[config.mk]
export PLATFORM = sky130hd
export DESIGN_NAME = hh_output_gate_matvec_flat
export DESIGN_NICKNAME = d
export VERILOG_FILES = /design/src/rtl/bilstm_pkg.sv /design/src/rtl/hh_output_gate_matvec_if.sv /design/src/rtl/hh_output_gate_matvec_dual_mac_sat.sv /design/src/rtl/hh_output_gate_matvec.sv /design/src/flat_wrapper.sv
export SDC_FILE = /design/constraint.sdc
export NUM_CORES = 2
export LEC_CHECK = 0
export ABC_CLOCK_PERIOD_IN_PS = 14700
export CAP_MARGIN = 20
export CORE_ASPECT_RATIO = 1.1
export CORE_UTILIZATION = 44
export DETAILED_ROUTE_END_ITERATION = 8
export MAX_ROUTING_LAYER = met4
export PLACE_DENSITY = 0.7
export SLEW_MARGIN = 0
export SYNTH_ARGS = -nofsm -noshare
export SYNTH_HDL_FRONTEND = slang
export SYNTH_SLANG_ARGS = --single-unit
[constraint.sdc]
create_clock -name clk -period 14.7 [get_ports clk]
set_input_delay 1.47 -clock clk [delete_from_list [all_inputs] [get_ports clk]]
set_output_delay 1.47 -clock clk [all_outputs]
set_load 0.005 [all_outputs]
[src/rtl/bilstm_pkg.sv]
// Shared constants and types for the BiLSTM gate datapaths.
package bilstm_pkg;

  // Q7.8 signed fixed point
  localparam int DATA_WIDTH = 16;
  localparam int FRAC_BITS  = 8;
  localparam int ACC_WIDTH  = 40;
  localparam logic signed [DATA_WIDTH-1:0] SAT_MAX = 16'sh7FFF;
  localparam logic signed [DATA_WIDTH-1:0] SAT_MIN = 16'sh8000;

  // Matrix geometry: two weights per packed memory word
  localparam int HIDDEN_SIZE   = 128;
  localparam int WORDS_PER_ROW = HIDDEN_SIZE / 2;
  localparam int ADDR_WIDTH    = 13;
  localparam int H_ADDR_WIDTH  = 6;
  localparam int ROW_WIDTH     = $clog2(HIDDEN_SIZE);

  // Mat-vec sequencer states
  typedef enum logic [1:0] {
    IDLE    = 2'd0,
    ISSUE   = 2'd1,
    DRAIN   = 2'd2,
    PRESENT = 2'd3
  } state_t;

endpackage

[src/rtl/hh_output_gate_matvec_if.sv]
// Memory read ports and result handshake of the output-gate mat-vec unit.
//
// Handshake: out_valid/out_data/out_row are held stable by the master while
// out_valid=1 and out_ready=0; a transfer happens on every rising clk edge
// where out_valid and out_ready are both 1. Memory reads have no handshake:
// data is returned exactly one cycle after the matching read enable.
interface hh_output_gate_matvec_if #(
  parameter int DATA_WIDTH   = bilstm_pkg::DATA_WIDTH,
  parameter int ADDR_WIDTH   = bilstm_pkg::ADDR_WIDTH,
  parameter int H_ADDR_WIDTH = bilstm_pkg::H_ADDR_WIDTH,
  parameter int ROW_WIDTH    = bilstm_pkg::ROW_WIDTH
);
  logic                    w_rd_en;
  logic [ADDR_WIDTH-1:0]   w_rd_addr;
  logic [2*DATA_WIDTH-1:0] w_rd_data;
  logic                    h_rd_en;
  logic [H_ADDR_WIDTH-1:0] h_rd_addr;
  logic [2*DATA_WIDTH-1:0] h_rd_data;
  logic                    out_valid;
  logic                    out_ready;
  logic [ROW_WIDTH-1:0]    out_row;
  logic [DATA_WIDTH-1:0]   out_data;

  modport master (
    output w_rd_en, w_rd_addr, input w_rd_data,
    output h_rd_en, h_rd_addr, input h_rd_data,
    output out_valid, out_row, out_data, input out_ready
  );

  modport slave (
    input w_rd_en, w_rd_addr, output w_rd_data,
    input h_rd_en, h_rd_addr, output h_rd_data,
    input out_valid, out_row, out_data, output out_ready
  );
endinterface

[src/rtl/hh_output_gate_matvec_dual_mac_sat.sv]
// Two-lane signed multiply, lane sum and accumulate, with a floor-shift and
// saturate view of the accumulator in the data format.
module dual_mac_sat #(
  parameter int DATA_WIDTH = bilstm_pkg::DATA_WIDTH,
  parameter int FRAC_BITS  = bilstm_pkg::FRAC_BITS,
  parameter int ACC_WIDTH  = bilstm_pkg::ACC_WIDTH
) (
  input  logic                    clk,
  input  logic                    rst,
  input  logic                    in_valid,
  input  logic [2*DATA_WIDTH-1:0] w_word,
  input  logic [2*DATA_WIDTH-1:0] h_word,
  input  logic                    clear,
  output logic                    pipe_busy,
  output logic [DATA_WIDTH-1:0]   result
);
  localparam int PW = 2 * DATA_WIDTH;
  localparam logic signed [ACC_WIDTH-1:0] SAT_HI = ACC_WIDTH'(2**(DATA_WIDTH-1) - 1);
  localparam logic signed [ACC_WIDTH-1:0] SAT_LO = ACC_WIDTH'(-(2**(DATA_WIDTH-1)));

  logic signed [DATA_WIDTH-1:0] w_lo, w_hi, h_lo, h_hi;
  logic signed [PW-1:0]         p_lo_q, p_hi_q;
  logic                         prod_valid_q;
  logic signed [PW:0]           lane_sum;
  logic signed [ACC_WIDTH-1:0]  acc_q;
  logic signed [ACC_WIDTH-1:0]  shifted;

  // Low half is the even column, high half the odd column
  assign w_lo = w_word[DATA_WIDTH-1:0];
  assign w_hi = w_word[PW-1:DATA_WIDTH];
  assign h_lo = h_word[DATA_WIDTH-1:0];
  assign h_hi = h_word[PW-1:DATA_WIDTH];

  assign lane_sum  = (PW+1)'(p_lo_q) + (PW+1)'(p_hi_q);
  assign pipe_busy = prod_valid_q;
  assign shifted   = acc_q >>> FRAC_BITS;

  // Product register stage followed by the accumulate stage
  always_ff @(posedge clk) begin
    if (rst) begin
      p_lo_q       <= '0;
      p_hi_q       <= '0;
      prod_valid_q <= 1'b0;
      acc_q        <= '0;
    end else begin
      prod_valid_q <= in_valid;
      if (in_valid) begin
        p_lo_q <= PW'(w_lo) * PW'(h_lo);
        p_hi_q <= PW'(w_hi) * PW'(h_hi);
      end
      if (clear)
        acc_q <= '0;
      else if (prod_valid_q)
        acc_q <= acc_q + ACC_WIDTH'(lane_sum);
    end
  end

  // Arithmetic shift floors toward -inf; clamp to the data range
  always_comb begin
    if (shifted > SAT_HI)
      result = SAT_HI[DATA_WIDTH-1:0];
    else if (shifted < SAT_LO)
      result = SAT_LO[DATA_WIDTH-1:0];
    else
      result = shifted[DATA_WIDTH-1:0];
  end
endmodule

[src/rtl/hh_output_gate_matvec.sv]
// Output-gate W_hh * h(t-1) sequencer: streams one weight row and h(t-1)
// through the dual MAC, then presents the saturated row result downstream.
module hh_output_gate_matvec #(
  parameter int DATA_WIDTH   = bilstm_pkg::DATA_WIDTH,
  parameter int FRAC_BITS    = bilstm_pkg::FRAC_BITS,
  parameter int HIDDEN_SIZE  = bilstm_pkg::HIDDEN_SIZE,
  parameter int ADDR_WIDTH   = bilstm_pkg::ADDR_WIDTH,
  parameter int H_ADDR_WIDTH = bilstm_pkg::H_ADDR_WIDTH,
  parameter int ACC_WIDTH    = bilstm_pkg::ACC_WIDTH
) (
  input  logic                clk,
  input  logic                rst,
  input  logic                start,
  output logic                busy,
  output logic                done,
  output bilstm_pkg::state_t  dbg_state,
  hh_output_gate_matvec_if.master bus
);
  import bilstm_pkg::*;

  localparam int WPR   = HIDDEN_SIZE / 2;
  localparam int ROW_W = $clog2(HIDDEN_SIZE);
  localparam logic [H_ADDR_WIDTH-1:0] K_LAST   = H_ADDR_WIDTH'(WPR - 1);
  localparam logic [ROW_W-1:0]        ROW_LAST = ROW_W'(HIDDEN_SIZE - 1);

  state_t                  state_q, state_d;
  logic [ROW_W-1:0]        row_q, row_d;
  logic [H_ADDR_WIDTH-1:0] k_q, k_d;
  logic                    busy_q, busy_d;
  logic                    done_q, done_d;
  logic                    out_valid_q, out_valid_d;
  logic [DATA_WIDTH-1:0]   out_data_q, out_data_d;
  logic [ROW_W-1:0]        out_row_q, out_row_d;
  logic                    data_valid_q;
  logic [ADDR_WIDTH-1:0]   w_hold_q, cur_w_addr;
  logic [H_ADDR_WIDTH-1:0] h_hold_q;
  logic                    issue, mac_clear, mac_busy;
  logic [DATA_WIDTH-1:0]   mac_result;

  assign issue      = (state_q == ISSUE);
  assign cur_w_addr = ADDR_WIDTH'(row_q) * ADDR_WIDTH'(WPR) + ADDR_WIDTH'(k_q);

  // Addresses track the live counters while issuing and hold otherwise
  assign bus.w_rd_en   = issue;
  assign bus.h_rd_en   = issue;
  assign bus.w_rd_addr = issue ? cur_w_addr : w_hold_q;
  assign bus.h_rd_addr = issue ? k_q : h_hold_q;
  assign bus.out_valid = out_valid_q;
  assign bus.out_data  = out_data_q;
  assign bus.out_row   = out_row_q;
  assign busy          = busy_q;
  assign done          = done_q;
  assign dbg_state     = state_q;

  dual_mac_sat #(
    .DATA_WIDTH (DATA_WIDTH),
    .FRAC_BITS  (FRAC_BITS),
    .ACC_WIDTH  (ACC_WIDTH)
  ) u_mac (
    .clk       (clk),
    .rst       (rst),
    .in_valid  (data_valid_q),
    .w_word    (bus.w_rd_data),
    .h_word    (bus.h_rd_data),
    .clear     (mac_clear),
    .pipe_busy (mac_busy),
    .result    (mac_result)
  );

  // State, counters, output and pipeline-valid registers
  always_ff @(posedge clk) begin
    if (rst) begin
      state_q      <= IDLE;
      row_q        <= '0;
      k_q          <= '0;
      busy_q       <= 1'b0;
      done_q       <= 1'b0;
      out_valid_q  <= 1'b0;
      out_data_q   <= '0;
      out_row_q    <= '0;
      data_valid_q <= 1'b0;
      w_hold_q     <= '0;
      h_hold_q     <= '0;
    end else begin
      state_q      <= state_d;
      row_q        <= row_d;
      k_q          <= k_d;
      busy_q       <= busy_d;
      done_q       <= done_d;
      out_valid_q  <= out_valid_d;
      out_data_q   <= out_data_d;
      out_row_q    <= out_row_d;
      data_valid_q <= issue;
      if (issue) begin
        w_hold_q <= cur_w_addr;
        h_hold_q <= k_q;
      end
    end
  end

  // Next-state and output decisions of the row sequencer
  always_comb begin
    state_d     = state_q;
    row_d       = row_q;
    k_d         = k_q;
    busy_d      = busy_q;
    done_d      = 1'b0;
    out_valid_d = out_valid_q;
    out_data_d  = out_data_q;
    out_row_d   = out_row_q;
    mac_clear   = 1'b0;
    unique case (state_q)
      IDLE: begin
        if (start) begin
          state_d   = ISSUE;
          row_d     = '0;
          k_d       = '0;
          busy_d    = 1'b1;
          mac_clear = 1'b1;
        end
      end
      ISSUE: begin
        if (k_q == K_LAST) begin
          k_d     = '0;
          state_d = DRAIN;
        end else begin
          k_d = k_q + 1'b1;
        end
      end
      DRAIN: begin
        // Both pipeline stages empty means the last word is in the accumulator
        if (!data_valid_q && !mac_busy) begin
          out_valid_d = 1'b1;
          out_data_d  = mac_result;
          out_row_d   = row_q;
          state_d     = PRESENT;
        end
      end
      PRESENT: begin
        if (bus.out_ready) begin
          out_valid_d = 1'b0;
          mac_clear   = 1'b1;
          if (row_q == ROW_LAST) begin
            done_d  = 1'b1;
            busy_d  = 1'b0;
            state_d = IDLE;
          end else begin
            row_d   = row_q + 1'b1;
            k_d     = '0;
            state_d = ISSUE;
          end
        end
      end
      default: state_d = IDLE;
    endcase
  end
endmodule

[src/flat_wrapper.sv]
// flat-port wrapper written by rule: the top's interface ports become plain ports
module hh_output_gate_matvec_flat import bilstm_pkg::*;
#(
  parameter int DATA_WIDTH   = bilstm_pkg::DATA_WIDTH,
  parameter int FRAC_BITS    = bilstm_pkg::FRAC_BITS,
  parameter int HIDDEN_SIZE  = bilstm_pkg::HIDDEN_SIZE,
  parameter int ADDR_WIDTH   = bilstm_pkg::ADDR_WIDTH,
  parameter int H_ADDR_WIDTH = bilstm_pkg::H_ADDR_WIDTH,
  parameter int ACC_WIDTH    = bilstm_pkg::ACC_WIDTH
)
  (clk, rst, start, busy, done, dbg_state, bus_w_rd_en, bus_w_rd_addr, bus_w_rd_data, bus_h_rd_en, bus_h_rd_addr, bus_h_rd_data, bus_out_valid, bus_out_row, bus_out_data, bus_out_ready);
  hh_output_gate_matvec_if #(.DATA_WIDTH(DATA_WIDTH), .ADDR_WIDTH(ADDR_WIDTH), .H_ADDR_WIDTH(H_ADDR_WIDTH)) bus_i ();
  input  logic clk;
  input  logic rst;
  input  logic start;
  output logic busy;
  output logic done;
  output bilstm_pkg::state_t dbg_state;
  output wire logic [$bits(bus_i.w_rd_en)-1:0] bus_w_rd_en;
  output wire logic [$bits(bus_i.w_rd_addr)-1:0] bus_w_rd_addr;
  input wire logic [$bits(bus_i.w_rd_data)-1:0] bus_w_rd_data;
  output wire logic [$bits(bus_i.h_rd_en)-1:0] bus_h_rd_en;
  output wire logic [$bits(bus_i.h_rd_addr)-1:0] bus_h_rd_addr;
  input wire logic [$bits(bus_i.h_rd_data)-1:0] bus_h_rd_data;
  output wire logic [$bits(bus_i.out_valid)-1:0] bus_out_valid;
  output wire logic [$bits(bus_i.out_row)-1:0] bus_out_row;
  output wire logic [$bits(bus_i.out_data)-1:0] bus_out_data;
  input wire logic [$bits(bus_i.out_ready)-1:0] bus_out_ready;
  assign bus_w_rd_en = bus_i.w_rd_en;
  assign bus_w_rd_addr = bus_i.w_rd_addr;
  assign bus_i.w_rd_data = bus_w_rd_data;
  assign bus_h_rd_en = bus_i.h_rd_en;
  assign bus_h_rd_addr = bus_i.h_rd_addr;
  assign bus_i.h_rd_data = bus_h_rd_data;
  assign bus_out_valid = bus_i.out_valid;
  assign bus_out_row = bus_i.out_row;
  assign bus_out_data = bus_i.out_data;
  assign bus_i.out_ready = bus_out_ready;
  hh_output_gate_matvec #(.DATA_WIDTH(DATA_WIDTH), .FRAC_BITS(FRAC_BITS), .HIDDEN_SIZE(HIDDEN_SIZE), .ADDR_WIDTH(ADDR_WIDTH), .H_ADDR_WIDTH(H_ADDR_WIDTH), .ACC_WIDTH(ACC_WIDTH)) u_core (.clk(clk), .rst(rst), .start(start), .busy(busy), .done(done), .dbg_state(dbg_state), .bus(bus_i));
endmodule
# After elaboration in Yosys (flattened, before gate mapping)
# Index checks and enable logic that the tools add are counted.
[word_totals] reg_bits=166 elab_cells=82
[classes] reduce_logical=15 n_mux=30 order_cmp=2 addsub=5 mul=2 eq_ne=11 bitwise=2
[ops] op="16-bit by 16-bit multiplier with 32-bit output" count=2
[ops] op="40-bit by 33-bit adder with 40-bit output" count=1
[ops] op="32-bit by 32-bit adder with 33-bit output" count=1
[ops] op="32-bit by 16-bit > comparator with 1-bit output, second input constant" count=1
[ops] op="32-bit by 16-bit less-than comparator with 1-bit output, second input constant" count=1
[ops] op="16-bit 2-to-1 mux" count=2
[ops] op="6-bit 2-to-1 mux" count=5
[ops] op="7-bit 2-to-1 mux" count=3
[ops] op="6-bit one-hot mux with 3 select lines" count=1
[ops] op="4-bit AND reduction" count=4
[ops] op="7-bit one-hot mux with 2 select lines" count=1
[ops] op="13-bit by 6-bit adder with 13-bit output" count=1
[ops] op="13-bit 2-to-1 mux" count=1
[ops] op="1-bit 2-to-1 mux" count=9
[ops] op="2-bit 2-to-1 mux" count=4
[ops] op="2-bit != test, second input constant" count=4
[ops] op="2-bit one-hot mux with 4 select lines" count=1
[ops] op="7-bit by 1-bit adder with 7-bit output, second input constant" count=1
[ops] op="7-bit equality test, second input constant" count=1
[ops] op="6-bit by 1-bit adder with 6-bit output, second input constant" count=1
[ops] op="6-bit equality test, second input constant" count=1
[ops] op="1-bit one-hot mux with 2 select lines" count=3
[ops] op="2-bit equality test, second input constant" count=2
[ops] op="2-bit by 1-bit != test with 1-bit output, second input constant" count=2
[ops] op="11 further kinds" count=14

# Depth between registers and ports, before layout
[depth] ltp_word=4 depth_mapped=23 mapped_depth_nobuf=22

# Modules after synthesis
# A second synthesis with hierarchy kept.
[unflattened] cells_unflattened=3152 hier_area_um2=28653.7
[modules_own_cells] module="dual_mac_sat" instances=1 cells_per_inst=2851 area_per_inst_um2=26091.3
[modules_own_cells] module="hh_output_gate_matvec" instances=1 cells_per_inst=301 area_per_inst_um2=2562.5

# Worst setup path before layout
# OpenSTA, ideal clock, no wires.
[synth_timing] kind="in2reg" startpoint="in bus_w_rd_data[31]" endpoint="reg u_core.u_mac.p_hi_q[30]" setup_slack_ps=7273 required_time_ps=14578 n_path_buf=1 arrival_ps=7305 cell_stages=20 cell_sequence="clkbuf_1 > nand2_1 > inv_1 > fa_1 > fa_1 > fa_1 > fa_1 > fa_1 > inv_1 > fa_1 > inv_1 > ha_1 > a21o_1 > a21o_1 > a21o_1 > or4_1 > o21ba_2 > a41oi_1 > mux2_1 > a311o_1"
[synth_via] elab_chain_len=1
[synth_lines] element="start, declared" line_no="flat_wrapper.sv:21" source="input wire logic [$bits(bus_i.w_rd_data)-1:0] bus_w_rd_data;"
[synth_lines] element="16-bit by 16-bit multiplier with 32-bit output" line_no="hh_output_gate_matvec_dual_mac_sat.sv:49" source="p_hi_q <= PW'(w_hi) * PW'(h_hi);"
[synth_lines] element="end signal, assigned" line_no="hh_output_gate_matvec_dual_mac_sat.sv:49"
[synth_lines] element="end, declared" line_no="hh_output_gate_matvec_dual_mac_sat.sv:22" source="logic signed [PW-1:0] p_lo_q, p_hi_q;"
# Every way passes these cells.
# A chain may end at the register's enable or synchronous reset.

# Worst setup path in the final report
[layout_timing] startpoint="in bus_h_rd_data[25]" endpoint="reg u_core.u_mac.p_hi_q[27]"
[layout_via] elab_chain_len=1
[layout_lines] element="start, declared" line_no="flat_wrapper.sv:24" source="input wire logic [$bits(bus_i.h_rd_data)-1:0] bus_h_rd_data;"
[layout_lines] element="16-bit by 16-bit multiplier with 32-bit output" line_no="hh_output_gate_matvec_dual_mac_sat.sv:49"
# Every way passes these cells.

==> flow_summary.toml <==
[sta]
finalSetupViolations = 0
min_period_over_period = 0.542
finalSetupTns_ns = 0
fin_skew_ns = 0.0104
period_minus_slack_ns = 7.97
hold_ws_ns = 0.459
tightest_slew_ns = 0.993
drv_slew = 0
max_freq_mhz = 125
hold_viol = 0
relSlewSlack = 0.329
grt_setup_unrepaired = "no"

[grt]
grt_pass1_vias = 22700
grt_overflow = 0
grt_usage = 0.219
grt_max_degree = 74
grt_antenna_before_repair = 0
grt_pass1_wl_mm = 115

[drt]
first_iter_violations = 1283
wl_met1_mm = 29.0
first_pass_iters = 7
routedWlPerCell_um = 16.2
dr.max_layer_used = "met4"
wl_mm = 66.2
wl_met3_mm = 3.70
vias = 21400
drc = 0
ant_nets = 0
wl_met2_mm = 32.3
viasPerCell = 5.24

[synth]
ys.flop_type = "dfxtp_1"
postSynthCellCount = 3196
synth_seq_cells = 166
synth.distinct_cells = 74
syn-cell-area_um2 = 28800
synth_edf_count = 0
syn_nets = 4037
ys_seq_area_frac = 0.116
async_reset_ff_frac = 0
synth.avg_cell_area_um2 = 9.00
ys_warn_count = 0

[place]
numPortBuffers = 116
hpwl_mm = 53.2
gp_congestion = 0.912

[final_layout]
nNetsFinal = 4062
antenna_cells = 0
layout-drive-gt1-share = 0.0182
fillers = 6041
area_growth_pct = 8.55

[die]
rows = 97
die_h_um = 270
die_x_um = 246
start_util = 0.448
die_area_um2 = 66400
coreArea_um2 = 64200
pin_count = 117

[setup_path]
cp_max_fo = 16
critPathKind = "input pin to register"
crit_required_ns = 15.00
endpoint_kind = "register"
cp-start-kind = "input pin"
cp.arrival_ns = 8.28

[worst_hold_path]
hold_class = "register to register"

[clock_network]
post_cts_resized = 0
cts_buffers = 17
post_cts_buffers = 0
clkTransAtPathRegs_ns = 0.07
clock_path_buffers = 2
root_buffer = "clkbuf_16"
cts_tree = "built"
h-tree-depth = 4
insertion_delay_ns = 0.43
cts.sinks = 166
cts-hold-fix-buffers = 0

[status]
status = "finished clean"

[run]
drv_cap = 0
[cells in the mapped netlist (14+ instances only)]
cell type	instances	share of area
inv_1	606	0.079
fa_1	564	0.39
nand2_1	354	0.046
and2_1	269	0.059
ha_1	209	0.091
dfxtp_1	166	0.12
nor2_1	145	0.019
a21oi_1	122	0.021
clkbuf_1	102	0.013
o21ai_0	95	0.017
xnor2_1	67	0.020
mux2i_1	48	0.017
a21o_1	45	0.012
nand3_1	35	0.0061
nand2b_1	29	0.0063
nor3_1	28	0.0049
a211oi_1	26	0.0068
and3_1	17	0.0037
nand3b_1	17	0.0044
xor2_1	17	0.0052
nand4_1	16	0.0035
buf_1	14	0.0018
[worst paths after layout]
kind         slack, ns                    start                       to  depth (start not counted)
max               6.73        bus_h_rd_data[25]  u_core.u_mac.p_hi_q[27]                         22
min               0.46  u_core.bus.out_data[13]  u_core.bus.out_data[13]                          2
max reg2reg      11.09    u_core.u_mac.acc_q[9]   u_core.u_mac.acc_q[36]                         10
min reg2reg       0.46  u_core.bus.out_data[13]  u_core.bus.out_data[13]                          2
[layout by cell type, fill, tap and decap left out, drive strengths merged, types with 8 or more instances in the layout]
cell type        n
nand3b          17
mux2             8
nand2b          29
clkdlybuf4s50  115
a211oi          29
fa             564
xor2            17
nand3           35
buf              9
o21bai          12
o22ai            9
or3             13
clkbuf          20
nand4           16
nor4            12
a31oi           11
xnor2           67
o21a            12
nor2           145
nor3            28
mux2i           48
a21o            45
o21ai          104
inv            607
nand2          354
and3            17
and2           269
a21oi          123
nor2b            8
ha             209
o211ai          11
dfxtp          166
[state kept, by name, summed over array words and instances, names as in the netlist]
signal / cells
u_core.k_q: 6
u_core.done: 1
u_core.u_mac.p_lo_q: 32
u_core.bus.out_data: 16
u_core.w_hold_q: 13
u_core.bus.out_row: 7
u_core.h_hold_q: 6
u_core.row_q: 7
u_core.busy: 1
u_core.u_mac.pipe_busy: 1
u_core.u_mac.p_hi_q: 32
u_core.u_mac.acc_q: 40
u_core.bus.out_valid: 1
u_core.data_valid_q: 1
u_core.dbg_state: 2
[per-stage QoR]
step / cell area, um^2 / cells / worst slack, ns / util
finish: 31200 / 4075 / 6.73 / 0.486
global route: 31200 / 4075 / 6.36 / 0.486
CTS: 31200 / 4074 / 6.71 / 0.486
detailed placement: 30600 / 4042 / 6.27 / 0.476
global placement: 30600 / 4042 / 6.33 / 0.476
floorplan: 28800 / 3196 / 7.27 / -
[worst max-delay path: stages]
cell,delay [ns]
clkdlybuf4s50_1,0.99
nand2_1,0.16
fa_1,0.51
inv_1,0.05
fa_1,0.49
inv_1,0.05
fa_1,0.53
inv_1,0.05
fa_1,0.38
fa_1,0.52
inv_1,0.05
fa_1,0.52
inv_1,0.07
ha_1,0.35
and3_1,0.23
a221o_1,0.35
a21oi_2,0.18
o21ai_2,0.10
o31a_1,0.37
a211oi_2,0.27
nor4_1,0.08
or4_1,0.52
[cell type report]
type                    count  area [um^2]  share of cell area
repair buffers            124         1230              0.0393
clock buffers              20          447              0.0143
flip-flops and latches    166         3330               0.107
multi-input cells        2305        22700               0.727
clock inverters            12          175             0.00561
inverters                 607         2280              0.0730
well taps                 841         1050              0.0337
[routing by layer]
| metal | up-vias | global-route usage |
|---|---|---|
| met2 | 547 | 0.356 |
| met1 | 10700 | 0.288 |
| met4 | 0 | 0.0489 |
| met5 | - | - |
| met3 | 97 | 0.0333 |
| li1 | 10000 | - |
[cell families after synthesis]
| logic type | Yosys count | synth area share |
|---|---|---|
| AND/OR/NAND/NOR | 976 | 0.169 |
| adder cells (fa/ha/maj) | 773 | 0.484 |
| buffers and inverters | 725 | 0.0948 |
| AO/OA/AOI/OAI | 416 | 0.0916 |
| flip-flops | 166 | 0.116 |
| XOR/XNOR | 84 | 0.0256 |
| multiplexers | 56 | 0.0198 |
Power is not shown: default switching activity piles up to over one toggle a cycle in this logic, so the estimate is an artifact.
